`src/rtl/mem_arbiter.sv`:
```
// rtl/mem_arbiter.sv - arbitrates I/D cache block requests onto one shared memory port
// ARB_ROUND_ROBIN_EN: alternate grants on simultaneous requests; undefined -> data cache always wins.
module mem_arbiter #(
  parameter int ADDR_W  = 6,
  parameter int BLOCK_W = 128
) (
  input  logic               clock,
  input  logic               reset,
  input  logic               icache_read,
  input  logic [ADDR_W-1:0]  icache_address,
  output logic [BLOCK_W-1:0] icache_readdata,
  output logic               icache_busywait,
  input  logic               dcache_read,
  input  logic               dcache_write,
  input  logic [ADDR_W-1:0]  dcache_address,
  input  logic [BLOCK_W-1:0] dcache_writedata,
  output logic [BLOCK_W-1:0] dcache_readdata,
  output logic               dcache_busywait,
  output logic               mem_read,
  output logic               mem_write,
  output logic [ADDR_W-1:0]  mem_address,
  output logic [BLOCK_W-1:0] mem_writedata,
  input  logic [BLOCK_W-1:0] mem_readdata,
  input  logic               mem_busywait
);

  typedef enum logic [1:0] {IDLE, SERVE_I, SERVE_D} state_t;

  state_t state, state_next;
  logic   seen_busy;
  logic   i_req, d_req;
  logic   in_serve, complete;
  logic   grant_i, grant_d;
  logic   prefer_d;

  assign i_req    = icache_read;
  assign d_req    = dcache_read | dcache_write;
  assign in_serve = (state != IDLE);
  // A transaction only ends after memory has visibly been busy at least once.
  assign complete = in_serve && seen_busy && !mem_busywait;

`ifdef ARB_ROUND_ROBIN_EN
  logic last_grant_d;

  always_ff @(posedge clock or negedge reset) begin
    if (!reset) begin
      last_grant_d <= 1'b0;
    end else if (grant_d) begin
      last_grant_d <= 1'b1;
    end else if (grant_i) begin
      last_grant_d <= 1'b0;
    end
  end

  assign prefer_d = !last_grant_d;
`else
  assign prefer_d = 1'b1;
`endif

  always_ff @(posedge clock or negedge reset) begin
    if (!reset) begin
      state <= IDLE;
    end else begin
      state <= state_next;
    end
  end

  always_comb begin
    state_next = state;
    grant_i    = 1'b0;
    grant_d    = 1'b0;
    case (state)
      IDLE: begin
        if (d_req && (!i_req || prefer_d)) begin
          grant_d    = 1'b1;
          state_next = SERVE_D;
        end else if (i_req) begin
          grant_i    = 1'b1;
          state_next = SERVE_I;
        end
      end
      SERVE_I, SERVE_D: begin
        if (complete) begin
          state_next = IDLE;
        end
      end
      default: state_next = IDLE;
    endcase
  end

  // Memory port is driven only from the registers captured at grant time.
  always_ff @(posedge clock or negedge reset) begin
    if (!reset) begin
      seen_busy     <= 1'b0;
      mem_read      <= 1'b0;
      mem_write     <= 1'b0;
      mem_address   <= '0;
      mem_writedata <= '0;
    end else if (grant_d) begin
      seen_busy     <= 1'b0;
      mem_read      <= !dcache_write;
      mem_write     <= dcache_write;
      mem_address   <= dcache_address;
      mem_writedata <= dcache_writedata;
    end else if (grant_i) begin
      seen_busy     <= 1'b0;
      mem_read      <= 1'b1;
      mem_write     <= 1'b0;
      mem_address   <= icache_address;
      mem_writedata <= '0;
    end else if (complete) begin
      seen_busy     <= 1'b0;
      mem_read      <= 1'b0;
      mem_write     <= 1'b0;
    end else if (in_serve && mem_busywait) begin
      seen_busy     <= 1'b1;
    end
  end

  assign icache_readdata = (state == SERVE_I) ? mem_readdata : '0;
  assign dcache_readdata = (state == SERVE_D) ? mem_readdata : '0;

  // Stall drops during the completion cycle so the cache captures data at that edge.
  assign icache_busywait = i_req && !((state == SERVE_I) && complete);
  assign dcache_busywait = d_req && !((state == SERVE_D) && complete);

endmodule
```
`config.mk`:
```
export PLATFORM = sky130hd
export DESIGN_NAME = mem_arbiter
export DESIGN_NICKNAME = d
export VERILOG_FILES = /design/src/rtl/mem_arbiter.sv
export SDC_FILE = /design/constraint.sdc
export NUM_CORES = 1
export LEC_CHECK = 0
export CELL_PAD_IN_SITES_DETAIL_PLACEMENT = 0
export CELL_PAD_IN_SITES_GLOBAL_PLACEMENT = 1
export CORE_AREA = 2 2 262 264
export DETAILED_ROUTE_END_ITERATION = 12
export DIE_AREA = 0 0 264 266
export DONT_BUFFER_PORTS = 1
export PLACE_DENSITY = 0.3
export SETUP_SLACK_MARGIN = 0.02
export SKIP_CTS_REPAIR_TIMING = 1
export SLEW_MARGIN = 40
export SYNTH_ARGS = -nofsm -noshare
export SYNTH_HDL_FRONTEND = slang
export SYNTH_SLANG_ARGS = --single-unit
```
`constraint.sdc`:
```
create_clock -name clock -period 1.8 [get_ports clock]
set_input_delay 0.27 -clock clock [delete_from_list [all_inputs] [get_ports clock]]
set_output_delay 0.27 -clock clock [all_outputs]
set_load 0.1 [all_outputs]
```
==> impl_metrics.yaml <==
synthesis:
  synth-edff-count: 0
  synth_fp_nets: 908
  synthArstFlopShare_pct: 100
  yosysTopAreaCellShare_pct: 50.6
  yosys-top-cells-count: "and2_1, dfrtp_1, a22o_1"
  synthFlopType: "dfrtp_1"
  seq_area_frac_synth_pct: 50.6
  synth_cell_types: 27
  ys_warn_count: 0
  syn_area_um2: 6870
  synth_top_cell_by_area: "dfrtp_1"
  ys_ff_latch: 139
  synth.avg_cell_area_um2: 10.9
  synth_most_common_cell: "and2_1"
  synth_cells: 630
  ys_top_cells_by_area: "dfrtp_1, and2_1, a22o_1"
worst_setup_path:
  worstPathArrival_ps: 1830
  slowest_stage: "dfrtp_1"
  cp-end-kind: "output pin"
  worst-path-max-fanout: 19
  cpLargestDelayFamily: "buffers and inverters"
  startpoint_type: "flip-flop"
  cp.buffers_inverters: 3
  crit_chain: "buf_4, ha_4, buf_12, clkbuf_16, and2_4"
  path_class: "reg2out"
  worstPathRequired_ps: 1530
  cp_slowest_stage_delay_ps: 360
drt:
  met2_length_mm: 24.2
  highest_layer: "met5"
  wl_met1_mm: 14.7
  wirelength_mm: 43.6
  vias_per_cell: 3.47
  drc: 0
  met3_length_mm: 3.20
  ant_nets: 0
  vias: 6529
  routedWlPerCell_um: 23.2
  dr.pass1.iters: 4
  drt_iter0_drc: 255
timing:
  worst_pin_slew_ps: 504
  grt_setup_unrepaired: "yes"
  fin_ws_ps: -303
  setup_viol: 299
  slew_violations: 0
  hold_slack_ps: -487
  period_share_pct: 117
  slew_headroom_pct: 66.3
  period_needed_ps: 2100
  max_clock_freq_ghz: 0.476
  fin_skew_ps: 6.40
  hold_viol: 139
global_route:
  grt_pass1_wl_mm: 53.9
  grt_pass1_vias: 6014
  track_usage_pct: 11.3
  grt_max_degree: 140
  antenna_found_initial: 6
  globalRouteOverflowTotal: 0
floorplanning:
  num_rows: 96
  die_area_um2: 70200
  pin_count: 668
  initial_core_util_pct: 10.1
  coreArea_um2: 67700
  die_y_um: 266
  die_width_um: 264
clock_network:
  clk_latency_ps: 450
  cts_buffers: 17
  root_buffer: "clkbuf_16"
  cts_sinks: 139
  cts_tree: "yes"
  cts_max_level: 4
  clk_pin_slew_worst_paths_ps: 70
  clockBufferDepth: 2
status:
  status: "complete, but fails checks"
  violations: "hold timing, setup timing"
final_layout:
  finalNetCount: 1253
  drive_gt1_share_pct: 55.9
  area_growth_syn_to_layout_pct: 93.4
  post-route-util_pct: 19.6
  n_fill_cell: 7464
  seq_area_um2: 3480
  multiInputGateArea_um2: 3710
  layoutNonFillerInstCount: 1881
job:
  max_cap_violations: 0
placement:
  gp_congestion: 0.847
  io_buffers: 0
  placed_cells: 1683
  hpwl_mm: 34.8
  dp_slack_ps: -268
hold_path:
  hold_class: "in2async"
==> path summary, 6_finish.rpt <==
path | from | end | slack, ps | depth (start not counted)
worst min register to register | mem_writedata[86]$_DFFE_PN0P_ | mem_writedata[86]$_DFFE_PN0P_ | 500 | 1
max in group asynchronous | reset | mem_writedata[88]$_DFFE_PN0P_ | 2040 | 0
worst max-delay path | state[0]$_DFFE_PN0P_ | icache_readdata[81] | -300 | 5
worst min-delay path | reset | mem_writedata[10]$_DFFE_PN0P_ | -490 | 0
worst max register to register | state[0]$_DFFE_PN0P_ | mem_writedata[117]$_DFFE_PN0P_ | -40 | 7
min in group clock | icache_read | state[0]$_DFFE_PN0P_ | 10 | 2
==> flip-flops by register name, summed over array words and instances (netlist names) <==
signal         cells
mem_address        6
mem_writedata    128
mem_write          1
state              2
seen_busy          1
mem_read           1
==> layout make-up <==
type	instances	share of cell area (%)
timing repair buffer	385	32.8
tap	882	8.31
antenna	12	0.226
clock inverter	13	1.25
clock buffer	18	3.23
inverter	2	0.0565
sequential	139	26.2
multi-input combinational	430	27.9
==> cell families after synthesis <==
kind of cell | count (synthesis) | synth area share, %
and+or+nand+nor | 274 | 24.6
AOI/OAI and AO/OA | 152 | 18.6
adders and majority gates | 4 | 0.728
DFF | 139 | 50.6
buffers and inverters | 61 | 5.45
==> placed cells by master (no fill, tap or decap), types with 2 or more instances in the layout <==
cell type / n
a22o_1: 128
clkinvlp_4: 3
clkinv_4: 2
nor2_1: 10
buf_6: 16
o22ai_1: 6
a21oi_1: 7
buf_12: 70
a22oi_1: 2
bufinv_16: 3
buf_8: 4
inv_2: 2
dlygate4sd3_1: 130
clkinv_2: 2
inv_6: 3
buf_16: 2
and2_2: 10
buf_4: 155
and2_4: 247
or3b_2: 2
diode_2: 12
nand2_1: 2
ha_4: 2
dfrtp_1: 139
ha_1: 2
clkbuf_16: 25
==> per-stage QoR <==
| stage | instance area [um^2] | hold WS [ps] | TNS [ps] |
|---|---|---|---|
| finish | 13300 | -487 | -62200 |
| global route | 13300 | -523 | -87300 |
| CTS | 11400 | -536 | -109880 |
| detailed placement | 10800 | -21.6 | -1650 |
| global placement | 10800 | -20.7 | -429 |
| floorplan | 7510 | -25.6 | -133 |
==> per-layer routing <==
metal	track usage [%]	vias to the layer above
met5	0	-
met1	10.6	3212
met3	4.08	49
met2	21.6	407
met4	5.16	2
li1	-	2859
Power is not shown: default switching activity piles up to over one toggle a cycle in this logic, so the estimate is an artifact.
